<file path="config.mk">
export PLATFORM = sky130hd
export DESIGN_NAME = button_conditioner_flat
export DESIGN_NICKNAME = d
export VERILOG_FILES = /design/src/rtl/button_conditioner_pkg.sv /design/src/rtl/button_conditioner_if.sv /design/src/rtl/button_conditioner_debounce_channel.sv /design/src/rtl/button_conditioner.sv /design/src/flat_wrapper.sv
export SDC_FILE = /design/constraint.sdc
export NUM_CORES = 1
export LEC_CHECK = 0
export ABC_AREA = 0
export CAP_MARGIN = 30
export CORE_AREA = 2 2 83 85
export DETAILED_ROUTE_END_ITERATION = 12
export DIE_AREA = 0 0 85 87
export PLACE_DENSITY = 0.62
export REMOVE_ABC_BUFFERS = 1
export SLEW_MARGIN = 20
export SYNTH_ARGS = -nofsm -noshare
export SYNTH_HDL_FRONTEND = slang
export SYNTH_SLANG_ARGS = --single-unit
</file>
<file path="constraint.sdc">
create_clock -name CLK -period 2.4 [get_ports CLK]
set_clock_uncertainty 0.2 [all_clocks]
set_input_delay 0.24 -clock CLK [delete_from_list [all_inputs] [get_ports CLK]]
set_output_delay 0.24 -clock CLK [all_outputs]
set_load 0.02 [all_outputs]
</file>
<file path="src/rtl/button_conditioner_pkg.sv">
// button_conditioner_pkg
//   Shared board constants and types for the button input stage.
//   CLK_HZ / DEBOUNCE_MS give the default debounce length in CLK cycles.
//   Ports: none (package).
package button_conditioner_pkg;

  localparam int CLK_HZ      = 12_000_000;
  localparam int DEBOUNCE_MS = 5;

  function automatic int debounce_cycles(input int clk_hz, input int ms);
    return (clk_hz / 1000) * ms;
  endfunction

  localparam int DEBOUNCE_CYCLES_DEFAULT = debounce_cycles(CLK_HZ, DEBOUNCE_MS);

  typedef enum logic {
    ST_STABLE  = 1'b0,
    ST_PENDING = 1'b1
  } deb_state_t;

  // Registered per-channel outputs; "rel" because release is a keyword.
  typedef struct packed {
    logic level;
    logic press;
    logic rel;
    logic toggle;
  } chan_out_t;

endpackage

</file>
<file path="src/rtl/button_conditioner_if.sv">
// button_conditioner_if
//   Groups the raw button inputs and the conditioned outputs of all channels.
//   BTN_IN      : raw buttons, active-high, asynchronous to CLK
//   BTN_LEVEL   : debounced level
//   BTN_PRESS   : one-cycle strobe on accepted 0->1
//   BTN_RELEASE : one-cycle strobe on accepted 1->0
//   BTN_TOGGLE  : inverts on every accepted press
//   master = board/harness side (drives BTN_IN), slave = conditioner.
interface button_conditioner_if #(
  parameter int N_BTN = 3
);
  logic [N_BTN-1:0] BTN_IN;
  logic [N_BTN-1:0] BTN_LEVEL;
  logic [N_BTN-1:0] BTN_PRESS;
  logic [N_BTN-1:0] BTN_RELEASE;
  logic [N_BTN-1:0] BTN_TOGGLE;

  modport master (
    output BTN_IN,
    input  BTN_LEVEL,
    input  BTN_PRESS,
    input  BTN_RELEASE,
    input  BTN_TOGGLE
  );

  modport slave (
    input  BTN_IN,
    output BTN_LEVEL,
    output BTN_PRESS,
    output BTN_RELEASE,
    output BTN_TOGGLE
  );
endinterface

</file>
<file path="src/rtl/button_conditioner_debounce_channel.sv">
// debounce_channel
//   One button: two-flop synchroniser, debounce counter, press/release
//   strobes and toggle latch. All outputs registered.
//   CLK         : clock
//   RST_N       : synchronous active-low reset
//   BTN_IN      : raw button (asynchronous)
//   BTN_LEVEL   : debounced level
//   BTN_PRESS   : one-cycle strobe on accepted press
//   BTN_RELEASE : one-cycle strobe on accepted release
//   BTN_TOGGLE  : inverts on every accepted press
//
//   state      | meaning
//   ST_STABLE  | synchronised input equals BTN_LEVEL, counter held at 0
//   ST_PENDING | synchronised input differs, counting toward acceptance
module debounce_channel
  import button_conditioner_pkg::*;
#(
  parameter int DEBOUNCE_CYCLES = DEBOUNCE_CYCLES_DEFAULT,
  parameter int CNT_WIDTH       = 16
) (
  input  logic CLK,
  input  logic RST_N,
  input  logic BTN_IN,
  output logic BTN_LEVEL,
  output logic BTN_PRESS,
  output logic BTN_RELEASE,
  output logic BTN_TOGGLE
);

  localparam logic [CNT_WIDTH-1:0] CNT_LAST = CNT_WIDTH'(DEBOUNCE_CYCLES - 1);

  logic                 s1;
  logic                 s2;
  logic [CNT_WIDTH-1:0] cnt_q;
  logic [CNT_WIDTH-1:0] cnt_d;
  chan_out_t            out_q;
  chan_out_t            out_d;
  deb_state_t           state;

  always_ff @(posedge CLK) begin
    if (!RST_N) begin
      s1    <= 1'b0;
      s2    <= 1'b0;
      cnt_q <= '0;
      out_q <= '0;
    end else begin
      s1    <= BTN_IN;
      s2    <= s1;
      cnt_q <= cnt_d;
      out_q <= out_d;
    end
  end

  // The state is implied by comparing the synchronised input with the
  // accepted level, so any single matching cycle falls back to STABLE.
  always_comb begin
    state      = (s2 != out_q.level) ? ST_PENDING : ST_STABLE;
    cnt_d      = '0;
    out_d      = out_q;
    out_d.press = 1'b0;
    out_d.rel   = 1'b0;
    case (state)
      ST_STABLE: cnt_d = '0;
      ST_PENDING: begin
        if (cnt_q == CNT_LAST) begin
          out_d.level = s2;
          out_d.press = s2;
          out_d.rel   = ~s2;
          if (s2) begin
            out_d.toggle = ~out_q.toggle;
          end
        end else begin
          cnt_d = cnt_q + 1'b1;
        end
      end
      default: cnt_d = '0;
    endcase
  end

  always_comb begin
    BTN_LEVEL   = out_q.level;
    BTN_PRESS   = out_q.press;
    BTN_RELEASE = out_q.rel;
    BTN_TOGGLE  = out_q.toggle;
  end

endmodule

</file>
<file path="src/rtl/button_conditioner.sv">
// button_conditioner
//   N_BTN independent debounce channels between the raw board buttons and
//   the gate test harnesses.
//   CLK   : board clock
//   RST_N : synchronous active-low reset
//   btn   : button_conditioner_if.slave (BTN_IN in; LEVEL/PRESS/RELEASE/TOGGLE out)
module button_conditioner
  import button_conditioner_pkg::*;
#(
  parameter int N_BTN           = 3,
  parameter int DEBOUNCE_CYCLES = DEBOUNCE_CYCLES_DEFAULT,
  parameter int CNT_WIDTH       = 16
) (
  input  logic                  CLK,
  input  logic                  RST_N,
  button_conditioner_if.slave   btn
);

  logic [N_BTN-1:0] level_w;
  logic [N_BTN-1:0] press_w;
  logic [N_BTN-1:0] release_w;
  logic [N_BTN-1:0] toggle_w;

  for (genvar i = 0; i < N_BTN; i++) begin : g_chan
    debounce_channel #(
      .DEBOUNCE_CYCLES (DEBOUNCE_CYCLES),
      .CNT_WIDTH       (CNT_WIDTH)
    ) u_chan (
      .CLK         (CLK),
      .RST_N       (RST_N),
      .BTN_IN      (btn.BTN_IN[i]),
      .BTN_LEVEL   (level_w[i]),
      .BTN_PRESS   (press_w[i]),
      .BTN_RELEASE (release_w[i]),
      .BTN_TOGGLE  (toggle_w[i])
    );
  end

  assign btn.BTN_LEVEL   = level_w;
  assign btn.BTN_PRESS   = press_w;
  assign btn.BTN_RELEASE = release_w;
  assign btn.BTN_TOGGLE  = toggle_w;

endmodule

</file>
<file path="src/flat_wrapper.sv">
// flat-port wrapper written by rule: the top's interface ports become plain ports
module button_conditioner_flat import button_conditioner_pkg::*;
#(
  parameter int N_BTN           = 3,
  parameter int DEBOUNCE_CYCLES = DEBOUNCE_CYCLES_DEFAULT,
  parameter int CNT_WIDTH       = 16
)
  (CLK, RST_N, btn_BTN_IN, btn_BTN_LEVEL, btn_BTN_PRESS, btn_BTN_RELEASE, btn_BTN_TOGGLE);
  button_conditioner_if #(.N_BTN(N_BTN)) btn_i ();
  input  logic CLK;
  input  logic RST_N;
  input wire logic [$bits(btn_i.BTN_IN)-1:0] btn_BTN_IN;
  output wire logic [$bits(btn_i.BTN_LEVEL)-1:0] btn_BTN_LEVEL;
  output wire logic [$bits(btn_i.BTN_PRESS)-1:0] btn_BTN_PRESS;
  output wire logic [$bits(btn_i.BTN_RELEASE)-1:0] btn_BTN_RELEASE;
  output wire logic [$bits(btn_i.BTN_TOGGLE)-1:0] btn_BTN_TOGGLE;
  assign btn_i.BTN_IN = btn_BTN_IN;
  assign btn_BTN_LEVEL = btn_i.BTN_LEVEL;
  assign btn_BTN_PRESS = btn_i.BTN_PRESS;
  assign btn_BTN_RELEASE = btn_i.BTN_RELEASE;
  assign btn_BTN_TOGGLE = btn_i.BTN_TOGGLE;
  button_conditioner #(.N_BTN(N_BTN), .DEBOUNCE_CYCLES(DEBOUNCE_CYCLES), .CNT_WIDTH(CNT_WIDTH)) u_core (.CLK(CLK), .RST_N(RST_N), .btn(btn_i));
endmodule
</file>
* Yosys cells after proc, flatten, opt, wreduce, memory -nomap -nowiden
Index checks and enable logic that the tools add are counted.
Word-level totals: register bits 66, input port bits 5
Operators by class: bitwise gates (word level) 9, multiplexer cells 9, $add $sub $neg 3, equality and inequality tests 6, reduce and logical (&&, ||, !) cells 9
Operator list (number):
- $pmux 16 s2 | 3
- $add 16x1->16 const B | 3
- $eq 16x16->1 const B | 3
- $mux 16 | 3
- $reduce_and 3->1 | 6
- $not 1->1 | 9
- $reduce_and 2->1 | 3
- $mux 1 | 3
- $ne 1x1->1 | 3

* Longest topological paths before layout
Gate-level depths: netlist of run 1.
depth in word-level cells 4, gate-level depth with buffers 7

* Cells and area by module
Synthesis of run 1 repeated with hierarchy kept, for this count alone.
Second synthesis, totals: cell total of the unflattened synthesis 321, area, all modules 2946.6 µm²
Modules (own cells, without submodules):
- debounce_channel | instances 3, sequential area each 440.4 µm², area an instance 982.2 µm², cells an instance 107

* Least setup slack after synthesis of run 1
OpenSTA, ideal clock, no wires.
kind register to register, start register u_core.g_chan[1].u_chan.cnt_q[0], end register u_core.g_chan[1].u_chan.cnt_q[10], cell stages (with the launch flop) 8, setup time 0.117 ns, setup slack 0.336 ns, arrival time 1.747 ns, cell sequence dfxtp_1 -> ha_1 -> nand3_1 -> or4_1 -> clkbuf_2 -> nand2_1 -> buf_2 -> nor2_1
On the way: word-level cells in the longest chain between the ends 3
Ends and longest elaborated chain:
- start: declaration | RTL line button_conditioner_debounce_channel.sv:34 | logic [CNT_WIDTH-1:0] cnt_q;
- start signal: assignment | RTL line button_conditioner_debounce_channel.sv:49 | cnt_q <= cnt_d;
- $add 16x1->16 / $eq 16x16->1 (equally long branches) | RTL line button_conditioner_debounce_channel.sv:73, button_conditioner_debounce_channel.sv:65
- $mux 16 (*) | RTL line button_conditioner_debounce_channel.sv:65 | if (cnt_q == CNT_LAST) begin
- $pmux 16 s2 (*) | RTL line button_conditioner_debounce_channel.sv:62 | case (state)
Every way passes the cells marked *; elsewhere a longest branch is shown, timed or not. A chain may end at the register's enable or synchronous reset.

* Worst setup path in the final report of run 1
start register u_core.g_chan[1].u_chan.cnt_q[5], end register u_core.g_chan[1].u_chan.out_q, in the netlist u_core.g_chan[1].u_chan.BTN_TOGGLE
On the way: word-level cells in the longest chain between the ends 2
Ends and longest elaborated chain:
- $eq 16x16->1 | RTL line button_conditioner_debounce_channel.sv:65
- $reduce_and 3->1 (no source line)
- end signal: assignment | RTL line button_conditioner_debounce_channel.sv:50 | out_q <= out_d;
- end: declaration | RTL line button_conditioner_debounce_channel.sv:36 | chan_out_t out_q;
Every way passes these cells.

==> qor.txt, run 1 <==
Startpoint types -> flop
Yosys cell types -> 32
Cts bufs inserted -> 9
Diodes inserted -> 0
Clock buffer depth -> 2
Std cell rows -> 30
MaxCap Viol Count -> 0
Routed length per instance -> 12.26 um
Final setup TNS -> 0 ns
Worst-margin pin slew -> 0.3536 ns
Ranking of synthesized cells by area -> dfxtp_1 47%, xnor2_1 9.0%, nor2_1 7.1%, xor2_1 4.0%, nand4_1 3.8%
PortBufs -> 16
# IOs -> 17
PnR worst setup slack -> 0.2246 ns
Core area -> 0.006569 mm2
Initial antenna violation count -> 0
Nets@finish -> 340
Worst slack, placed -> 0.2374 ns
Post-Synthesis Cells -> 315
Warnings, synthesis -> 0
Netlist Area Pre-Place -> 0.002835 mm2
Final core occ -> 50.23%
RSZ-0062 raised after global routing -> false
Asr flop ratio synth -> 0%
Area Overhead vs Synth -> 16.37%
Initial Util -> 43.16%
Slowest CP cell -> or4_1
Vias in the first global route -> 2004
GRT overflow -> 0
Status -> completed
Setup violators final -> 0
Leading cell types in the layout, fill and taps excluded -> 66 x dfxtp_1, 54 x nor2_1, 29 x xnor2_1
Worst EP arrival -> 2.26 ns
Iter 0 DRT Violations -> 98
Vias -> 2110
Post-DP HPWL -> 3292 um
CTS Sinks -> 66
Total routed wirelength -> 5077 um
RePlAce Congestion -> 0.8664
Reg2reg setup slack -> 0.22 ns
Leakage Power -> 1.043 nW
Largest family of logic cells by synthesized area -> simple AND/OR/NAND/NOR gates
FMAX -> 459.7 MHz
Maximum net fanout on the critical path -> 8
Post-route ant nets -> 0
Seq cells post-synth -> 66
Worst-Skew Late Latency -> 0.35 ns
Drt first pass iters -> 4
Post-synth top flop -> dfxtp_1
Post-CTS Hold Buffers -> 0
Setup Fix Bufs, Post-CTS -> 0
Synth Area in XOR/XNOR -> 12.97%
Worst path required time -> 2.48 ns
CTS clk-pin slew, worst paths -> 0.07 ns
Die height -> 87 um
Critical path capture point type -> flop
Largest net degree at the start of global routing -> 16
DRC -> 0
Worst-path cell chain -> or4b_1, or4_1, or3_1, a21oi_1
Register area share after synthesis -> 46.60%
Post-synthesis mux area share -> 0%
Critical setup path kind -> reg -> reg
Critical path's largest stage delay -> 0.56 ns
# fillers -> 601
Compound-Gate Fraction of Synth Area -> 2.471%
Root Buffer -> clkbuf_8
Global-route wire length before repair -> 8901 um
EDFF count, synth -> 0
Adder-cell share of the synthesized area -> 2.648%
Fin. max-slew vios -> 0
Total track usage -> 15.28%
CTS H-tree depth -> 3
Crit share post-route -> 90.64%
Die area -> 0.007395 mm2
Slew headroom -> 76.21%
Hold Vio Cnt, Final -> 0
Yosys top cell by area -> dfxtp_1
Pwr dens -> 728.7 mW/mm2
Most common cell after layout, fill and taps aside -> dfxtp_1
Post-CTS sizing -> 0
Share of layout cells above drive strength 1 -> 7.186%
Crit path time final -> 2.175 ns
CTS tree -> built
Worst vdd ir -> 0.3481 mV
Synth Area in Simple Gates -> 29.39%
Top-area cell type share of the netlist area -> 46.60%
Drt via density -> 5.097
Die width -> 85 um
Syn Area/Cell -> 9.001 um2
Worst Hold Class -> reg -> reg
## worst paths after layout
kind,to,cells after the start,startpoint
worst max-delay path,u_core.g_chan[1].u_chan.BTN_TOGGLE$_SDFFE_PN0P_,4,u_core.g_chan[1].u_chan.cnt_q[5]$_SDFF_PP0_
worst min-delay path,u_core.g_chan[2].u_chan.s2$_SDFF_PN0_,1,u_core.g_chan[2].u_chan.s1$_SDFF_PN0_
worst max register to register,u_core.g_chan[1].u_chan.BTN_TOGGLE$_SDFFE_PN0P_,4,u_core.g_chan[1].u_chan.cnt_q[5]$_SDFF_PP0_
worst min register to register,u_core.g_chan[2].u_chan.s2$_SDFF_PN0_,1,u_core.g_chan[2].u_chan.s1$_SDFF_PN0_
## synthesized netlist by cell type, drive strengths merged (3+ instances only)
cell,count
nor3,9
nor4,12
and4,4
a21oi,4
buf,13
o21ai,4
dfxtp,66
inv,12
and3,8
or3,3
xor2,13
nand2,9
nor2,54
ha,6
and2,7
o21a,4
nand3,20
nor4b,3
clkbuf,7
nand4,17
nor3b,3
xnor2,29
## worst max-delay path, delay by kind of cell (launching register included)
kind	cells	cell delay, ns
DFF	1	0.36
and+or+nand+nor	3	1.42
AOI/OAI and AO/OA	1	0.14
## registers in the layout (all words and copies together) (netlist names)
register / count
u_core.g_chan.u_chan.s2: 3
u_core.g_chan.u_chan.cnt_q: 48
u_core.g_chan.u_chan.BTN_LEVEL: 3
u_core.g_chan.u_chan.BTN_RELEASE: 3
u_core.g_chan.u_chan.s1: 3
u_core.g_chan.u_chan.BTN_TOGGLE: 3
u_core.g_chan.u_chan.BTN_PRESS: 3
## power breakdown
group,switching [mW],internal (mW),total (mW)
logic,0.0175,0.0157,0.0331
clock network,0.440,0.827,1.27
registers,0.00368,1.10,1.10
total,0.461,1.94,2.40
## metrics by stage
step | power (mW) | hold slack [ns] | instances | cell area [um2]
detailed placement | 1.164 | 0.2208 | 398 | 3025
finish | 2.404 | 0.2348 | 414 | 3299
global placement | 1.163 | 0.2148 | 398 | 3025
floorplan | 1.145 | 0.1577 | 295 | 2713
global route | 2.477 | 0.2527 | 414 | 3299
CTS | 2.428 | 0.2389 | 414 | 3299
## routing by layer
metal  global-route usage [%]  routed length [um]  part of all wire (%)
met1                    19.02                2472                    49
met2                    22.94                2210                    44
met3                    3.697                 234                   4.6
met4                    11.40                 160                   3.2
met5                        0                   0                     0
## final cells by class
cell class / instances / area [um2] / area share, %
inverter: 12 / 45.04 / 1.365
timing repair buffer: 23 / 212.7 / 6.447
multi-input combinational: 217 / 1346 / 40.80
sequential: 66 / 1321 / 40.05
clock buffer: 10 / 137.6 / 4.171
clock inverter: 6 / 136.4 / 4.133
tap: 80 / 100.1 / 3.034
## kinds of logic (layout without fill, tap and decap cells)
logic type / Yosys count / in the layout
AOI/OAI and AO/OA: 12 / 12
xor gates and xnor gates: 42 / 42
adders and majority gates: 6 / 6
buffers and inverters: 32 / 51
DFF: 66 / 66
and+or+nand+nor: 157 / 157
Power figures use the tool's default switching activity.
==> run 2, diff against run 1 <==
- clock period: 2.4 -> 2.6 ns (I/O delays scaled with it)
==> run 2 against run 1 <==
Net effect:
- worst setup slack gained 0.082 ns
- sequential cell count unchanged
- clock power decreased by 32%
==> qor.txt, run 2 (synthesized netlist as in run 1, its figures left out) <==
Fin. max-slew vios -> 0 (unchanged)
Die width -> 85 um (unchanged)
Drt via density -> 5.080 (-0.32%)
Register share of total power -> 53.3% (+7.4 points)
# IOs -> 17 (unchanged)
Total routed wirelength -> 4818 um (-5.1%)
MaxCap Viol Count -> 0 (unchanged)
Leakage Power -> 0.9965 nW (-4.4%)
Finished Cell Area -> 0.003199 mm2 (-3.0%)
PnR worst setup slack -> 0.3065 ns (+0.08189 ns)
Worst-Skew Late Latency -> 0.34 ns (about the same)
Most common cell after layout, fill and taps aside -> dfxtp_1
# fillers -> 609 (+1.3%)
Diodes inserted -> 0 (unchanged)
Root Buffer -> clkbuf_8
Worst-margin pin slew -> 0.5012 ns (+0.1476 ns)
Iter 0 DRT Violations -> 138 (+41%)
Routed length per instance -> 11.75 um (-4.2%)
Clock buffer depth -> 2 (unchanged)
Nets@finish -> 336 (-1.2%)
Vias in the first global route -> 1968 (-1.8%)
Final setup TNS -> 0 ns (unchanged)
Die area -> 0.007395 mm2 (unchanged)
Die height -> 87 um (unchanged)
Post-CTS Hold Buffers -> 0 (unchanged)
Vias -> 2083 (-1.3%)
Hold_sp -> u_core.g_chan[0].u_chan.s1$_SDFF_PN0_
Leading cell types in the layout, fill and taps excluded -> 66 x dfxtp_1, 54 x nor2_1, 29 x xnor2_1
Setup Fix Bufs, Post-CTS -> 0 (unchanged)
Initial Util -> 43.16% (unchanged)
Switching Share -> 20.61% (+1.4 points)
Initial antenna violation count -> 0 (unchanged)
Max reg flops -> 48 (unchanged)
Post-DP HPWL -> 3340 um (+1.5%)
Drt first pass iters -> 4 (unchanged)
Post-CTS sizing -> 0 (unchanged)
Critical register-to-register path startpoint -> u_core.g_chan[1].u_chan.cnt_q[9]$_SDFF_PP0_
Hold Vio Cnt, Final -> 0 (unchanged)
Global-route wire length before repair -> 8507 um (-4.4%)
Power Internal -> 1.519 mW (-22%)
Crit path from -> u_core.g_chan[1].u_chan.cnt_q[9]$_SDFF_PP0_
DRC -> 0 (unchanged)
Worst Hold Class -> reg -> reg
CTS tree -> built
Final std cells w/o fill -> 410 (-0.97%)
Post-route ant nets -> 0 (unchanged)
GRT overflow -> 0 (unchanged)
Pwr dens -> 598.0 mW/mm2 (-18%)
PortBufs -> 16 (unchanged)
Crit share post-route -> 88.21% (-2.4 points)
Total track usage -> 14.47% (-0.81 points)
Setup violators final -> 0 (unchanged)
Std cell rows -> 30 (unchanged)
FMAX -> 436.0 MHz (-5.1%)
CTS Sinks -> 66 (unchanged)
Register area -> 0.001321 mm2 (unchanged)
Area Overhead vs Synth -> 12.84%
Startpoint types -> flop
Largest net degree at the start of global routing -> 16 (unchanged)
RePlAce Congestion -> 0.8659 (about the same)
Share of layout cells above drive strength 1 -> 6.061% (-1.1 points)
CTS clk-pin slew, worst paths -> 0.07 ns (about the same)
Comb power frac -> 1.5% (about the same)
Worst path required time -> 2.61 ns (+0.13 ns)
Maximum net fanout on the critical path -> 15 (+7)
RSZ-0062 raised after global routing -> false
Crit path time final -> 2.294 ns (+0.1181 ns)
Cts bufs inserted -> 9 (unchanged)
Final core occ -> 48.70% (-1.5 points)
Worst vdd ir -> 0.4212 mV (+21%)
Critical path capture point type -> flop
Critical setup path kind -> reg -> reg
Area of placed instances -> 0.002995 mm2 (-0.99%)
Core area -> 0.006569 mm2 (unchanged)
Sw Pwr -> 0.3943 mW (-14%)
Area occupied by multi-input gates -> 0.001346 mm2 (unchanged)
Clock power frac -> 45.2% (-7.5 points)
Status -> completed
CTS H-tree depth -> 3 (unchanged)
Worst EP arrival -> 2.30 ns (+0.04 ns)
Slew headroom -> 66.50% (-9.7 points)
Post-placement cell count -> 394 (-1.0%)
Worst slack, placed -> 0.2916 ns (+0.05427 ns)
Largest Register -> u_core.g_chan.u_chan.cnt_q
run 2: cell count changes in the layout (fill, tap and decap cells not counted), sizes merged:
cell    delta
buf        -4
bufinv     -3
clkinv     +3
clkbuf     +1
inv        -1
run 2: per-layer routing:
metal / track usage [%] / wire length, um
met1: 18.46 / 2420
met2: 22.23 / 2163
met3: 3.412 / 118
met4: 8.802 / 116
met5: 0 / 0
run 2: area by class of cell:
class                      count  share of cell area [%]
timing repair buffer          19                   5.710
sequential                    66                   41.30
tap                           80                   3.129
inverter                      12                   1.408
multi-input combinational    217                   42.08
clock inverter                 5                   1.643
clock buffer                  11                   4.732
run 2: path summary, 6_finish.rpt:
kind	endpoint	slack, ns	cells after the start
setup / recovery	u_core.g_chan[1].u_chan.cnt_q[6]$_SDFF_PP0_	0.31	4
hold reg to reg	u_core.g_chan[0].u_chan.s2$_SDFF_PN0_	0.24	1
hold / removal	u_core.g_chan[0].u_chan.s2$_SDFF_PN0_	0.24	1
setup reg to reg	u_core.g_chan[1].u_chan.cnt_q[6]$_SDFF_PP0_	0.31	4
run 2: stage by stage:
stage               power, mW  hold WS, ns
finish                  1.913       0.2359
floorplan               1.057       0.1777
detailed placement      1.072       0.2192
global route            1.994       0.2575
CTS                     1.939       0.2354
global placement        1.072       0.2157
run 2: power groups by stage:
| stage | logic (mW) | registers [mW] | clock network (mW) |
|---|---|---|---|
| 2_1_floorplan | 0.0150 | 1.04 | 0 |
| 3_3_place_gp | 0.0287 | 1.04 | 0 |
| 3_5_place_dp | 0.0295 | 1.04 | 0 |
| 4_1_cts | 0.0295 | 1.02 | 0.890 |
| 5_1_grt | 0.0331 | 1.02 | 0.941 |
| 6_report | 0.0289 | 1.02 | 0.864 |
run 2: critical path: stages, from the launching register on:
cell and delay [ns]:
dfxtp_1 0.43, or4b_1 0.44, or4_1 0.55, nand2_1 0.44, nor2_1 0.11
